**src/rtl/uart_mmio_if.sv**
```systemverilog
// ============================================================================
// Module   : uart_mmio_if
// Purpose  : CPU memory-stage bus plus UART TX/RX handshakes for uart_mmio_ctrl.
// Revision : 1.0  initial release
// ============================================================================
`default_nettype none

interface uart_mmio_if;
    logic        MemWrite;
    logic        MemRead;
    logic [31:0] Address;
    logic [31:0] WriteData;
    logic [31:0] ReadData;
    logic [7:0]  UARTDataIn;
    logic        UARTDataInValid;
    logic        UARTDataInReady;
    logic [7:0]  UARTDataOut;
    logic        UARTDataOutValid;
    logic        UARTDataOutReady;

    modport master (
        output MemWrite, MemRead, Address, WriteData,
        output UARTDataInReady, UARTDataOut, UARTDataOutValid,
        input  ReadData, UARTDataIn, UARTDataInValid, UARTDataOutReady
    );

    modport slave (
        input  MemWrite, MemRead, Address, WriteData,
        input  UARTDataInReady, UARTDataOut, UARTDataOutValid,
        output ReadData, UARTDataIn, UARTDataInValid, UARTDataOutReady
    );
endinterface

`default_nettype wire

```
**src/rtl/uart_mmio_ctrl.sv**
```systemverilog
// ============================================================================
// Module   : uart_mmio_ctrl
// Purpose  : Memory-mapped UART controller with TX/RX FIFOs and TX drain FSM.
// Revision : 1.0  initial release
// ============================================================================
`default_nettype none

module uart_mmio_ctrl #(
    parameter int TX_DEPTH = 4,
    parameter int RX_DEPTH = 4
) (
    input  logic         clk,
    input  logic         rst_n,
    uart_mmio_if.slave   bus
);
    localparam int TAW = $clog2(TX_DEPTH);
    localparam int RAW = $clog2(RX_DEPTH);

    localparam logic [TAW:0] c_tx_full = (TAW+1)'(TX_DEPTH);
    localparam logic [RAW:0] c_rx_full = (RAW+1)'(RX_DEPTH);

    localparam logic [31:0] c_addr_txrdy  = 32'h8000_0000;
    localparam logic [31:0] c_addr_rxrdy  = 32'h8000_0004;
    localparam logic [31:0] c_addr_txdata = 32'h8000_0008;
    localparam logic [31:0] c_addr_rxdata = 32'h8000_000C;
    localparam logic [31:0] c_addr_status = 32'h8000_0010;

    localparam logic [0:0] c_st_idle    = 1'b0;
    localparam logic [0:0] c_st_present = 1'b1;

    logic [0:0]   r_state, w_state_nxt;
    logic         w_tx_pop, w_tx_valid;

    logic [7:0]   r_tx_mem [TX_DEPTH];
    logic [TAW-1:0] r_tx_wptr, r_tx_rptr;
    logic [TAW:0] r_tx_fcnt, w_tx_count;
    logic [7:0]   r_tx_data;
    logic         r_tx_ovf;

    logic [7:0]   r_rx_mem [RX_DEPTH];
    logic [RAW-1:0] r_rx_wptr, r_rx_rptr;
    logic [RAW:0] r_rx_count;

    logic [31:0]  r_rdata, w_rdata_mux;

    logic w_wr, w_rd, w_tx_push_req, w_tx_push, w_tx_drop, w_ovf_clr;
    logic w_tx_empty, w_tx_full, w_present;
    logic w_rx_empty, w_rx_full, w_rx_push, w_rx_pop, w_rx_ready;
    logic w_unused_wdata;

    assign w_unused_wdata = &{1'b0, bus.WriteData[31:8]};

    // A simultaneous write wins over the read, so reads are qualified by !MemWrite
    assign w_wr          = bus.MemWrite;
    assign w_rd          = bus.MemRead & ~bus.MemWrite;
    assign w_tx_push_req = w_wr & (bus.Address == c_addr_txdata);
    assign w_ovf_clr     = w_wr & (bus.Address == c_addr_status);

    assign w_tx_empty = (r_tx_fcnt == '0);
    assign w_present  = (r_state == c_st_present);
    assign w_tx_count = r_tx_fcnt + {{TAW{1'b0}}, w_present};
    assign w_tx_full  = (w_tx_count == c_tx_full);
    assign w_tx_push  = w_tx_push_req & (~w_tx_full | w_tx_pop);
    assign w_tx_drop  = w_tx_push_req & w_tx_full & ~w_tx_pop;

    assign w_rx_empty = (r_rx_count == '0);
    assign w_rx_full  = (r_rx_count == c_rx_full);
    assign w_rx_ready = rst_n & ~w_rx_full;
    assign w_rx_push  = bus.UARTDataOutValid & w_rx_ready;
    assign w_rx_pop   = w_rd & (bus.Address == c_addr_rxdata) & ~w_rx_empty;

    // TX drain FSM: state register
    always_ff @(posedge clk or negedge rst_n) begin
        if (!rst_n) r_state <= c_st_idle;
        else        r_state <= w_state_nxt;
    end

    always_comb begin
        w_state_nxt = r_state;
        case (r_state)
            c_st_idle:    if (!w_tx_empty) w_state_nxt = c_st_present;
            c_st_present: if (bus.UARTDataInReady && w_tx_empty) w_state_nxt = c_st_idle;
            default:      w_state_nxt = c_st_idle;
        endcase
    end

    always_comb begin
        w_tx_pop   = 1'b0;
        w_tx_valid = 1'b0;
        case (r_state)
            c_st_idle:    w_tx_pop = ~w_tx_empty;
            c_st_present: begin
                w_tx_valid = 1'b1;
                w_tx_pop   = bus.UARTDataInReady & ~w_tx_empty;
            end
            default: ;
        endcase
    end

    always_ff @(posedge clk) begin
        if (w_tx_push) r_tx_mem[r_tx_wptr] <= bus.WriteData[7:0];
        if (w_rx_push) r_rx_mem[r_rx_wptr] <= bus.UARTDataOut;
    end

    // Storage count excludes the byte held for the transmitter
    always_ff @(posedge clk or negedge rst_n) begin
        if (!rst_n) begin
            r_tx_wptr <= '0;
            r_tx_rptr <= '0;
            r_tx_fcnt <= '0;
            r_tx_data <= '0;
            r_tx_ovf  <= 1'b0;
        end else begin
            if (w_tx_push) r_tx_wptr <= r_tx_wptr + 1'b1;
            if (w_tx_pop) begin
                r_tx_rptr <= r_tx_rptr + 1'b1;
                r_tx_data <= r_tx_mem[r_tx_rptr];
            end
            case ({w_tx_push, w_tx_pop})
                2'b10:   r_tx_fcnt <= r_tx_fcnt + 1'b1;
                2'b01:   r_tx_fcnt <= r_tx_fcnt - 1'b1;
                default: r_tx_fcnt <= r_tx_fcnt;
            endcase
            if (w_tx_drop)      r_tx_ovf <= 1'b1;
            else if (w_ovf_clr) r_tx_ovf <= 1'b0;
        end
    end

    always_ff @(posedge clk or negedge rst_n) begin
        if (!rst_n) begin
            r_rx_wptr  <= '0;
            r_rx_rptr  <= '0;
            r_rx_count <= '0;
        end else begin
            if (w_rx_push) r_rx_wptr <= r_rx_wptr + 1'b1;
            if (w_rx_pop)  r_rx_rptr <= r_rx_rptr + 1'b1;
            case ({w_rx_push, w_rx_pop})
                2'b10:   r_rx_count <= r_rx_count + 1'b1;
                2'b01:   r_rx_count <= r_rx_count - 1'b1;
                default: r_rx_count <= r_rx_count;
            endcase
        end
    end

    always_comb begin
        w_rdata_mux = '0;
        case (bus.Address)
            c_addr_txrdy:  w_rdata_mux = {31'b0, ~w_tx_full};
            c_addr_rxrdy:  w_rdata_mux = {31'b0, ~w_rx_empty};
            c_addr_rxdata: w_rdata_mux = w_rx_empty ? 32'h0 : {24'b0, r_rx_mem[r_rx_rptr]};
            c_addr_status: w_rdata_mux = {16'b0, 8'(r_rx_count), 7'(w_tx_count), r_tx_ovf};
            default:       w_rdata_mux = '0;
        endcase
    end

    always_ff @(posedge clk or negedge rst_n) begin
        if (!rst_n) r_rdata <= '0;
        else        r_rdata <= w_rd ? w_rdata_mux : 32'h0;
    end

    assign bus.ReadData         = r_rdata;
    assign bus.UARTDataIn       = r_tx_data;
    assign bus.UARTDataInValid  = w_tx_valid;
    assign bus.UARTDataOutReady = w_rx_ready;

endmodule

`default_nettype wire

```
**src/flat_wrapper.sv**
```systemverilog
// flat-port wrapper written by rule: the top's interface ports become plain ports
module uart_mmio_ctrl_flat 
#(
    parameter int TX_DEPTH = 4,
    parameter int RX_DEPTH = 4
)
  (clk, rst_n, bus_MemWrite, bus_MemRead, bus_Address, bus_WriteData, bus_UARTDataInReady, bus_UARTDataOut, bus_UARTDataOutValid, bus_ReadData, bus_UARTDataIn, bus_UARTDataInValid, bus_UARTDataOutReady);
  uart_mmio_if bus_i ();
  input  logic clk;
  input  logic rst_n;
  input wire logic [$bits(bus_i.MemWrite)-1:0] bus_MemWrite;
  input wire logic [$bits(bus_i.MemRead)-1:0] bus_MemRead;
  input wire logic [$bits(bus_i.Address)-1:0] bus_Address;
  input wire logic [$bits(bus_i.WriteData)-1:0] bus_WriteData;
  input wire logic [$bits(bus_i.UARTDataInReady)-1:0] bus_UARTDataInReady;
  input wire logic [$bits(bus_i.UARTDataOut)-1:0] bus_UARTDataOut;
  input wire logic [$bits(bus_i.UARTDataOutValid)-1:0] bus_UARTDataOutValid;
  output wire logic [$bits(bus_i.ReadData)-1:0] bus_ReadData;
  output wire logic [$bits(bus_i.UARTDataIn)-1:0] bus_UARTDataIn;
  output wire logic [$bits(bus_i.UARTDataInValid)-1:0] bus_UARTDataInValid;
  output wire logic [$bits(bus_i.UARTDataOutReady)-1:0] bus_UARTDataOutReady;
  assign bus_i.MemWrite = bus_MemWrite;
  assign bus_i.MemRead = bus_MemRead;
  assign bus_i.Address = bus_Address;
  assign bus_i.WriteData = bus_WriteData;
  assign bus_i.UARTDataInReady = bus_UARTDataInReady;
  assign bus_i.UARTDataOut = bus_UARTDataOut;
  assign bus_i.UARTDataOutValid = bus_UARTDataOutValid;
  assign bus_ReadData = bus_i.ReadData;
  assign bus_UARTDataIn = bus_i.UARTDataIn;
  assign bus_UARTDataInValid = bus_i.UARTDataInValid;
  assign bus_UARTDataOutReady = bus_i.UARTDataOutReady;
  uart_mmio_ctrl #(.TX_DEPTH(TX_DEPTH), .RX_DEPTH(RX_DEPTH)) u_core (.clk(clk), .rst_n(rst_n), .bus(bus_i));
endmodule
```
**config.mk**
```make
export PLATFORM = sky130hd
export DESIGN_NAME = uart_mmio_ctrl_flat
export DESIGN_NICKNAME = d
export VERILOG_FILES = /design/src/rtl/uart_mmio_if.sv /design/src/rtl/uart_mmio_ctrl.sv /design/src/flat_wrapper.sv
export SDC_FILE = /design/constraint.sdc
export NUM_CORES = 1
export LEC_CHECK = 0
export CORE_AREA = 3 3 133 122
export CTS_CLUSTER_SIZE = 8
export DETAILED_ROUTE_END_ITERATION = 10
export DIE_AREA = 0 0 136 125
export GPL_ROUTABILITY_DRIVEN = 0
export MAX_ROUTING_LAYER = met4
export SKIP_LAST_GASP = 1
export SYNTH_ARGS = -nofsm -noshare
export SYNTH_HDL_FRONTEND = slang
export SYNTH_SLANG_ARGS = --single-unit
export TNS_END_PERCENT = 100
```
**constraint.sdc**
```tcl
create_clock -name clk -period 4.24 [get_ports clk]
set_input_delay 1.06 -clock clk [delete_from_list [all_inputs] [get_ports clk]]
set_output_delay 1.06 -clock clk [all_outputs]
set_load 0.005 [all_outputs]
```
# ---- Word-level counts from Yosys, hierarchy flattened
# Memories as Yosys holds them, arrays and structs flattened. A register that Yosys moved wholly into a read port is not among the register bits.
# Cells that the tools add are included.
# W data, S select, Z words.
dict set report totals {
  n_memories 2
  latch_bits 0
  input_bits 78
  output_inout_bits 42
  elab_cells 73
  regBits 48
  ramBits 64
  mem_bits_ro 0
}
# name depth width read_ports rd_clocked_by_memory_dff write_ports line
set mem_list {}
lappend mem_list {u_core.r_rx_mem 4 8 1 0 1 uart_mmio_ctrl.sv:40} ;# logic [7:0] r_rx_mem [RX_DEPTH];
lappend mem_list {u_core.r_tx_mem 4 8 1 1 1 uart_mmio_ctrl.sv:34} ;# logic [7:0] r_tx_mem [TX_DEPTH];
dict set report classes {
  div_mod_pow 0
  n_addsub 9
  reduce_logical 7
  shift 0
  multipliers 0
  muxes 16
  n_eq_ne 11
  bitwise 19
  order_cmp 0
}
# op count
set op_table {}
lappend op_table {{$eq A32 B32 Y1 const B} 5}
lappend op_table {{$pmux W11 S4} 1}
lappend op_table {{$mux W32} 1}
lappend op_table {{$pmux W3 S2} 2}
lappend op_table {{$and A1 B1 Y1} 11}
lappend op_table {{$mux W1} 9}
lappend op_table {{$add A2 B1 Y2 const B} 4}
lappend op_table {{$mux W8} 1}
lappend op_table {{$not A1 Y1} 7}
lappend op_table {{$add A3 B1 Y3 const B} 2}
lappend op_table {{$eq A3 B3 Y1 const B} 2}
lappend op_table {{$logic_not A3 Y1} 2}
lappend op_table {{$reduce_bool A2 Y1} 3}
lappend op_table {{$sub A3 B1 Y3 const B} 2}
lappend op_table {{$eq A2 B1 Y1 const B} 2}
lappend op_table {{$eq A2 B2 Y1 const B} 2}
lappend op_table {{$pmux W1 S2} 2}
lappend op_table {{$add A3 B1 Y3} 1}
lappend op_table {{$logic_and A1 B1 Y1} 1}
lappend op_table {{$logic_not A1 Y1} 1}
lappend op_table {{$or A1 B1 Y1} 1}

# ---- Depth between registers and ports, before layout
# Gate-level depths: netlist of the first run.
dict set report logic_depth {
  depth_word 8
  mapped_depth 12
}

# ---- Least setup slack after synthesis of the first run
# OpenSTA, ideal clock, no wires.
dict set report synth_timing {
  path_type {input to register}
  start {input bus_Address[26]}
  end {register u_core.r_rx_count[2]}
  path_slack_ns 1.209
  path_buffers 0
  stages 9
  arrival_time_ns 2.952
  path_cell_list {nor4_4 nand4_4 nor4b_4 ha_1 inv_1 fa_1 xor2_1 nor2_1 xor2_1}
}
dict set report synth_between {
  elab_chain_cells 5
}
# item line
set synth_lines {}
lappend synth_lines {{from (decl)} flat_wrapper.sv:13} ;# input wire logic [$bits(bus_i.Address)-1:0] bus_Address;
lappend synth_lines {{$eq A32 B32 Y1 (*)} uart_mmio_ctrl.sv:70} ;# assign w_rx_pop = w_rd & (bus.Address == c_addr_rxdata) & ~w_rx_empty;
lappend synth_lines {{$and A1 B1 Y1 (*) (2 in series)} uart_mmio_ctrl.sv:70}
lappend synth_lines {{named net u_core.w_rx_pop} uart_mmio_ctrl.sv:48} ;# logic w_rx_empty, w_rx_full, w_rx_push, w_rx_pop, w_rx_ready;
lappend synth_lines {{$eq A2 B1 Y1 or $eq A2 B2 Y1 (tied branches)} uart_mmio_ctrl.sv:137} ;# case ({w_rx_push, w_rx_pop})
lappend synth_lines {{$pmux W3 S2 or $reduce_bool A2 Y1 (tied branches)} n/a}
lappend synth_lines {{to (signal assigned)} uart_mmio_ctrl.sv:138} ;# 2'b10: r_rx_count <= r_rx_count + 1'b1;
lappend synth_lines {{to (signal assigned)} uart_mmio_ctrl.sv:139} ;# 2'b01: r_rx_count <= r_rx_count - 1'b1;
lappend synth_lines {{to (signal assigned)} uart_mmio_ctrl.sv:140} ;# default: r_rx_count <= r_rx_count;
lappend synth_lines {{to (decl)} uart_mmio_ctrl.sv:42} ;# logic [RAW:0] r_rx_count;
# Mark *: on every way through the listed nets, which the timed path passes. The rest lies on a longest branch.
# A chain may end at the register's enable or synchronous reset.

# ---- Final worst setup path of the first run
dict set report layout_timing {
  start {input bus_Address[12]}
  end {register u_core.r_tx_fcnt[2]}
}
dict set report layout_between {
  elab_chain_cells 5
}
# item line
set layout_lines {}
lappend layout_lines {{$eq A32 B32 Y1 (*)} uart_mmio_ctrl.sv:56} ;# assign w_tx_push_req = w_wr & (bus.Address == c_addr_txdata);
lappend layout_lines {{$and A1 B1 Y1 (*)} uart_mmio_ctrl.sv:56}
lappend layout_lines {{$and A1 B1 Y1 (*)} uart_mmio_ctrl.sv:63} ;# assign w_tx_push = w_tx_push_req & (~w_tx_full | w_tx_pop);
lappend layout_lines {{$eq A2 B1 Y1 or $eq A2 B2 Y1 (tied branches)} uart_mmio_ctrl.sv:119} ;# case ({w_tx_push, w_tx_pop})
lappend layout_lines {{$pmux W3 S2 or $reduce_bool A2 Y1 (tied branches)} n/a}
lappend layout_lines {{to (signal assigned)} uart_mmio_ctrl.sv:120} ;# 2'b10: r_tx_fcnt <= r_tx_fcnt + 1'b1;
lappend layout_lines {{to (signal assigned)} uart_mmio_ctrl.sv:121} ;# 2'b01: r_tx_fcnt <= r_tx_fcnt - 1'b1;
lappend layout_lines {{to (signal assigned)} uart_mmio_ctrl.sv:122} ;# default: r_tx_fcnt <= r_tx_fcnt;
lappend layout_lines {{to (decl)} uart_mmio_ctrl.sv:36} ;# logic [TAW:0] r_tx_fcnt, w_tx_count;
# Mark *: on every way between the ends. The rest lies on a longest branch, timed or not.

==> reports/summary.json, run 1 <==
{
  "finalInstanceArea_um2": 5610,
  "ctsLongestPathBuffers": 2,
  "final_slew_viol_count": 0,
  "reg2reg_setup_slack_ns": 1.48,
  "n_antenna_cell": 0,
  "syn_to_final_growth_pct": 26.7,
  "period_needed_ns": 3.27,
  "coreArea_um2": 14800,
  "initial_utilization_pct": 29.9,
  "detailed_place_hpwl_um": 6150,
  "grt.met2_usage_pct": 17.6,
  "crit_required_ns": 4.46,
  "drive_gt1_share_pct": 15.8,
  "post_synth_instance_area_um2": 4430,
  "postLayoutSetupSlackWorst_ns": 0.971,
  "port-buffer-count": 74,
  "globalRouteTotalUtil_pct": 10.9,
  "grt_use_met3_pct": 1.45,
  "global_route.peak_usage_layer": "met2",
  "dpl_cell_area_um2": 5330,
  "vias": 2359,
  "post_cts.repair.setup_buffers": 0,
  "fp.dieArea_um2": 17000,
  "viasPerCell": 4.32,
  "final_antenna_net_count": 0,
  "worst_ir_drop_on_vdd_mv": 0.182,
  "fin_skew_ns": 0.00477,
  "unrepaired_setup_endpoints_after_global_routing": "no",
  "finalNetCount": 435,
  "placementRows": 42,
  "placement.setup.worst_slack_ns": 0.598,
  "ys_ff_latch": 99,
  "max-slew-margin-rel_pct": 46.5,
  "synth_seq_area_share_pct": 63.1,
  "worst_r2r_endpoint": "u_core.r_tx_fcnt[2]",
  "drt_pre_antenna_iters": 4,
  "post_cts_hold_buffer_count": 0,
  "grt_first_pass_wirelength_um": 13500,
  "wl_per_cell_um": 15.2,
  "crit_type": "in2reg",
  "fp.dieW_um": 136,
  "finalSetupViolations": 0,
  "floorplan.io_pins": 120,
  "power.static_leakage_nw": 2.08,
  "clockRootBuffer": "sky130_fd_sc_hd__clkbuf_16",
  "grt_antenna_before_repair": 0,
  "clock_tree.htree_level_count": 3,
  "average_cell_area_after_synthesis_um2": 17.0,
  "post_synth_num_cell_types": 41,
  "post_synth_inst_count": 261,
  "whs_endpoint": "u_core.r_tx_ovf",
  "chipHeight_um": 125,
  "worst_setup_path_end_kind": "flop",
  "numCtsBuffers": 9,
  "cts-resized-gates": 0,
  "beginning_of_the_worst_register_to_register_path": "u_core.r_tx_fcnt[0]",
  "seqCellArea_um2": 2800,
  "period_share_pct": 77.1,
  "yosys_warnings": 0,
  "finalHoldWorstSlack_ns": 0.497,
  "hold_viol": 0,
  "power.density_cell_area_nw_per_um2": 474,
  "cts.clk_slew.worst_paths_ns": 0.06,
  "worst-endpoint-arrival_ns": 3.49,
  "grt_start_max_net_pins": 36,
  "status": "finished clean",
  "max_freq_mhz": 306,
  "grt.met1_usage_pct": 13.2,
  "grt_pass1_vias": 2496,
  "tightest_hold_check_type": "reg2reg",
  "critical_path.startpoint_type": "primary input",
  "hold_path.startpoint": "u_core.r_tx_ovf",
  "cts_num_sinks": 99,
  "total_overflow_reported_by_the_global_router": 0,
  "area_used_by_multi_input_combinational_logic_um2": 1480,
  "tritoncts": "built",
  "clkLatencyLatePin_ns": 0.34,
  "worstMarginPinSlew_ns": 0.800,
  "drt_first_iter_violations": 77,
  "max-cap-violations": 0,
  "final.setup.tns_ns": 0,
  "drc": 0,
  "hold-path-cell-count": 2,
  "postLayoutCoreUtil_pct": 37.9,
  "final.fill_count": 1364,
  "timing.critical_path.fanout_max": 7,
  "postRouteWirelength_um": 8280,
  "cells_on_worst_reg2reg_path": 12
}
cell usage in the layout (no fill, tap or decap), types with 3 or more instances in the layout:
cell type and count:
sky130_fd_sc_hd__nor4_4 6, sky130_fd_sc_hd__xnor2_1 6, sky130_fd_sc_hd__clkdlybuf4s50_1 73, sky130_fd_sc_hd__mux2i_1 3
sky130_fd_sc_hd__edfxtp_1 64, sky130_fd_sc_hd__conb_1 21, sky130_fd_sc_hd__dfrtp_1 35, sky130_fd_sc_hd__nor2b_1 3
sky130_fd_sc_hd__buf_4 3, sky130_fd_sc_hd__and3_1 9, sky130_fd_sc_hd__nand2b_1 4, sky130_fd_sc_hd__xor2_1 7
sky130_fd_sc_hd__nor2_1 4, sky130_fd_sc_hd__inv_1 13, sky130_fd_sc_hd__mux2_2 7, sky130_fd_sc_hd__mux4_2 16
sky130_fd_sc_hd__and2_1 10, sky130_fd_sc_hd__nand2_1 3, sky130_fd_sc_hd__clkbuf_16 9, sky130_fd_sc_hd__ha_1 12
sky130_fd_sc_hd__nor3_1 4
per-layer routing:
layer / vias up / part of all wire, %
met5: - / 0
met4: 0 / 2.3
met3: 12 / 4.2
met2: 78 / 52
met1: 1172 / 42
li1: 1097 / -
critical path: stages:
cell and delay, ns:
sky130_fd_sc_hd__clkdlybuf4s50_1 0.45, sky130_fd_sc_hd__nor4_4 0.33, sky130_fd_sc_hd__nand4_4 0.23, sky130_fd_sc_hd__nor4_4 0.49
sky130_fd_sc_hd__inv_1 0.09, sky130_fd_sc_hd__ha_1 0.23, sky130_fd_sc_hd__inv_1 0.07, sky130_fd_sc_hd__fa_1 0.17
sky130_fd_sc_hd__xor2_1 0.15, sky130_fd_sc_hd__nor2_1 0.06, sky130_fd_sc_hd__xor2_1 0.14
final cells by class:
class / count / area share, %
repair buffers: 77 / 13.5
multi-input cells: 143 / 26.3
inverters: 13 / 0.869
well taps: 198 / 4.41
clock buffers: 12 / 4.57
clock inverters: 4 / 0.446
flip-flops and latches: 99 / 49.8
per-stage QoR:
| stage | total power, mW | instances |
|---|---|---|
| 6_report | 2.66 | 546 |
| 5_1_grt | 2.82 | 546 |
| 4_1_cts | 2.70 | 546 |
| 3_5_place_dp | 1.94 | 530 |
| 3_3_place_gp | 1.92 | 530 |
| 2_1_floorplan | 1.69 | 281 |
cells in the mapped netlist (all sizes together):
master,n,share of area [%]
and2,10,1.4
nand2b,4,0.56
mux2,10,2.6
o22ai,1,0.14
or2,1,0.14
edfxtp,64,43
a22oi,2,0.34
a2111oi,1,0.62
conb,1,0.085
o41ai,2,0.40
mux2i,3,0.68
o31ai,1,0.17
nor4b,2,1.1
or3,3,0.54
buf,24,3.9
dfrtp,35,20
a21oi,1,0.11
a31oi,1,0.14
fa,2,0.90
nand2,3,0.25
inv,13,1.1
xnor2,6,1.2
nor3,5,0.68
or4bb,1,0.25
mux4,16,8.1
ha,12,3.4
nor3b,1,0.17
nor4,7,3.0
nor2,4,0.34
and3,9,1.3
nand4,4,1.2
xor2,7,1.4
nor2b,3,0.42
clkbuf,2,0.17
state kept, by name, summed over array words and instances (netlist names), 3 cells and up:
signal / flops
u_core.bus.UARTDataIn: 8
u_core.r_rx_count: 3
u_core.r_rx_mem: 32
u_core.r_tx_mem: 32
u_core.r_tx_fcnt: 3
u_core.bus.ReadData: 11
logic make-up after synthesis:
logic type	count (synthesis)	synth area share, %
AOI/OAI and AO/OA	9	1.92
xor gates and xnor gates	13	2.57
adders and majority gates	14	4.29
buffers and inverters	39	5.17
DFF	99	63.1
muxes	29	11.4
other	1	0.0846
and+or+nand+nor	57	11.4
worst max path at each step:
stage / start / end / slack, ns
after floorplan: bus_Address[26] / u_core.r_rx_count[2] / 1.21
after global placement: bus_Address[1] / u_core.r_tx_fcnt[2] / 0.60
after detailed placement: bus_Address[12] / u_core.r_tx_fcnt[2] / 0.60
after CTS: bus_Address[12] / u_core.r_tx_fcnt[2] / 0.95
after global routing: bus_Address[1] / u_core.r_tx_fcnt[2] / 0.75
final: bus_Address[12] / u_core.r_tx_fcnt[2] / 0.97
power breakdown:
group          switching, mW  total, mW  leakage [nW]  internal (mW)
clock network          0.329      0.757         0.136          0.428
registers              0.112       1.27          1.02           1.16
logic                  0.268      0.633         0.929          0.365
No activity file was read; power rests on OpenSTA's default activity.
==> inputs of run 2 (changes only) <==
clock period = 2.9 ns   (was 4.24 ns; I/O delays follow)
==> run 2 against run 1 <==
  * Clock power is 57% higher
  * Highest routed layer unchanged
  * Core utilization is 1.9 points higher
  * First-iteration DRC count is 48% higher
==> reports/summary.json, run 2 (same netlist as run 1, synthesis figures left out) <==
{
  "status": "finished clean",
  "power.density_cell_area_nw_per_um2": 680,
  "finalInstanceArea_um2": 5900,
  "most-common-layout-cells": "sky130_fd_sc_hd__clkdlybuf4s50_1, sky130_fd_sc_hd__edfxtp_1, sky130_fd_sc_hd__dfrtp_1",
  "clkPwrFrac_pct": 29.7,
  "power.sequential.fraction_pct": 46.4,
  "grt_use_met3_pct": 1.89,
  "floorplan.io_pins": 120,
  "total_overflow_reported_by_the_global_router": 0,
  "postRouteWirelength_um": 8570,
  "port-buffer-count": 74,
  "vias": 2445,
  "grt_pass1_vias": 2517,
  "final_antenna_net_count": 0,
  "final_slew_viol_count": 0,
  "finalSetupViolations": 0,
  "drive_gt1_share_pct": 22.3,
  "internal_power_mw": 2.94,
  "postLayoutSetupSlackWorst_ns": 0.127,
  "drc": 0,
  "placement.setup.worst_slack_ns": -0.278,
  "global_route.peak_usage_layer": "met2",
  "critical_path.slowest_cell": "sky130_fd_sc_hd__clkdlybuf4s50_1",
  "placedCellCount": 553,
  "crit_chain": "clkdlybuf4s50_1 -> nor4_4 -> nand4_4 -> buf_4 -> nor4_4 -> inv_1 -> ha_1 -> inv_1 -> fa_1 -> xor2_1 -> nor2_1 -> xor2_1",
  "beginning_of_the_worst_register_to_register_path": "u_core.r_tx_fcnt[0]",
  "timing.critical_path.fanout_max": 2,
  "worst_r2r_endpoint": "u_core.r_tx_fcnt[2]",
  "cells_on_worst_reg2reg_path": 12,
  "fin_total_pwr_mw": 4.01,
  "globalRouteTotalUtil_pct": 10.8,
  "detailed_place_hpwl_um": 6260,
  "worstMarginPinSlew_ns": 0.612,
  "tightest_hold_check_type": "in2async",
  "clkLatencyLatePin_ns": 0.33,
  "cts.clk_slew.worst_paths_ns": 0.07,
  "viasPerCell": 4.28,
  "crit_required_ns": 3.12,
  "grt_first_pass_wirelength_um": 13600,
  "finalHoldWorstSlack_ns": 0.491,
  "dpl_cell_area_um2": 5550,
  "final.setup.tns_ns": 0,
  "grt.met2_usage_pct": 16.8,
  "period_share_pct": 95.6,
  "postLayoutCoreUtil_pct": 39.8,
  "placementRows": 42,
  "logic_pwr_share_pct": 23.9,
  "drt_first_iter_violations": 114,
  "period_needed_ns": 2.77,
  "power.share.switching_pct": 26.6,
  "reg2reg_setup_slack_ns": 0.21,
  "critical_path.startpoint_type": "primary input",
  "final_common_cell": "sky130_fd_sc_hd__clkdlybuf4s50_1",
  "worst_ir_drop_on_vdd_mv": 0.311,
  "n_antenna_cell": 0,
  "wl_per_cell_um": 15.0,
  "fin_skew_ns": 0.00728,
  "hold_viol": 0,
  "syn_to_final_growth_pct": 33.1,
  "net_load_switching_power_mw": 1.07,
  "fp.dieArea_um2": 17000,
  "finalNetCount": 460,
  "chipHeight_um": 125,
  "max-slew-margin-rel_pct": 59.2,
  "initial_utilization_pct": 29.9,
  "max-cap-violations": 0,
  "drt_pre_antenna_iters": 4,
  "grt_antenna_before_repair": 0,
  "worst-endpoint-arrival_ns": 2.99,
  "fp.dieW_um": 136,
  "ctsLongestPathBuffers": 2,
  "worst_setup_path_end_kind": "flop",
  "power.static_leakage_nw": 2.28,
  "tritoncts": "built",
  "grt_start_max_net_pins": 36,
  "numCtsBuffers": 9,
  "cts_num_sinks": 99,
  "worst_path_largest_cell_delay_ns": 0.44,
  "crit_type": "in2reg",
  "clockRootBuffer": "sky130_fd_sc_hd__clkbuf_16",
  "finalNonFillerCells": 571,
  "clock_tree.htree_level_count": 3,
  "max_freq_mhz": 361,
  "coreArea_um2": 14800,
  "grt.met1_usage_pct": 13.9
}
[run 2: how the worst max path moves through the flow]
stage / from / endpoint / slack, ns / cells past startpoint
3_5_place_dp: bus_Address[10] / u_core.r_rx_count[2] / -0.28 / 10
2_1_floorplan: bus_Address[26] / u_core.r_rx_count[2] / 0.20 / 9
4_1_cts: bus_Address[9] / u_core.r_rx_count[2] / 0.08 / 10
6_report: bus_Address[21] / u_core.r_tx_fcnt[2] / 0.13 / 12
3_3_place_gp: bus_Address[10] / u_core.r_rx_count[2] / -0.24 / 10
5_1_grt: bus_Address[21] / u_core.r_rx_count[2] / -0.003 / 10
[run 2: power groups by stage]
stage	clock network, mW	logic (mW)	registers, mW
floorplan	0	0.665	1.81
global placement	0	0.934	1.89
detailed placement	0	0.963	1.90
CTS	1.21	0.970	1.87
global route	1.29	1.06	1.90
finish	1.19	0.960	1.86
[run 2: metal layers]
| metal | wire length [um] | up-vias |
|---|---|---|
| li1 | - | 1144 |
| met2 | 4260 | 77 |
| met4 | 172 | 0 |
| met1 | 3790 | 1213 |
| met5 | 0 | - |
| met3 | 359 | 11 |
[run 2: worst max-delay path, delay by kind of cell]
kind | cells | cell delay (ns)
and+or+nand+nor | 4 | 0.81
adders and majority gates | 2 | 0.38
xor gates and xnor gates | 2 | 0.30
buffers and inverters | 4 | 0.77
[run 2: repair_timing]
item / 4_1_cts / 5_1_grt
endpoints found under the setup margin: 0 / 3
resized for setup: 0 / 9
endpoints found under the hold margin: 0 / 0
setup buffers: 0 / 2
hold buffers: 0 / 0
[run 2: area by class of cell]
type	instances	area (um2)
clock buffers	11	243
clock inverters	5	62.6
fillers	1340	8920
inverters	13	48.8
multi-input cells	143	1480
flip-flops and latches	99	2800
well taps	198	248
repair buffers	102	1010
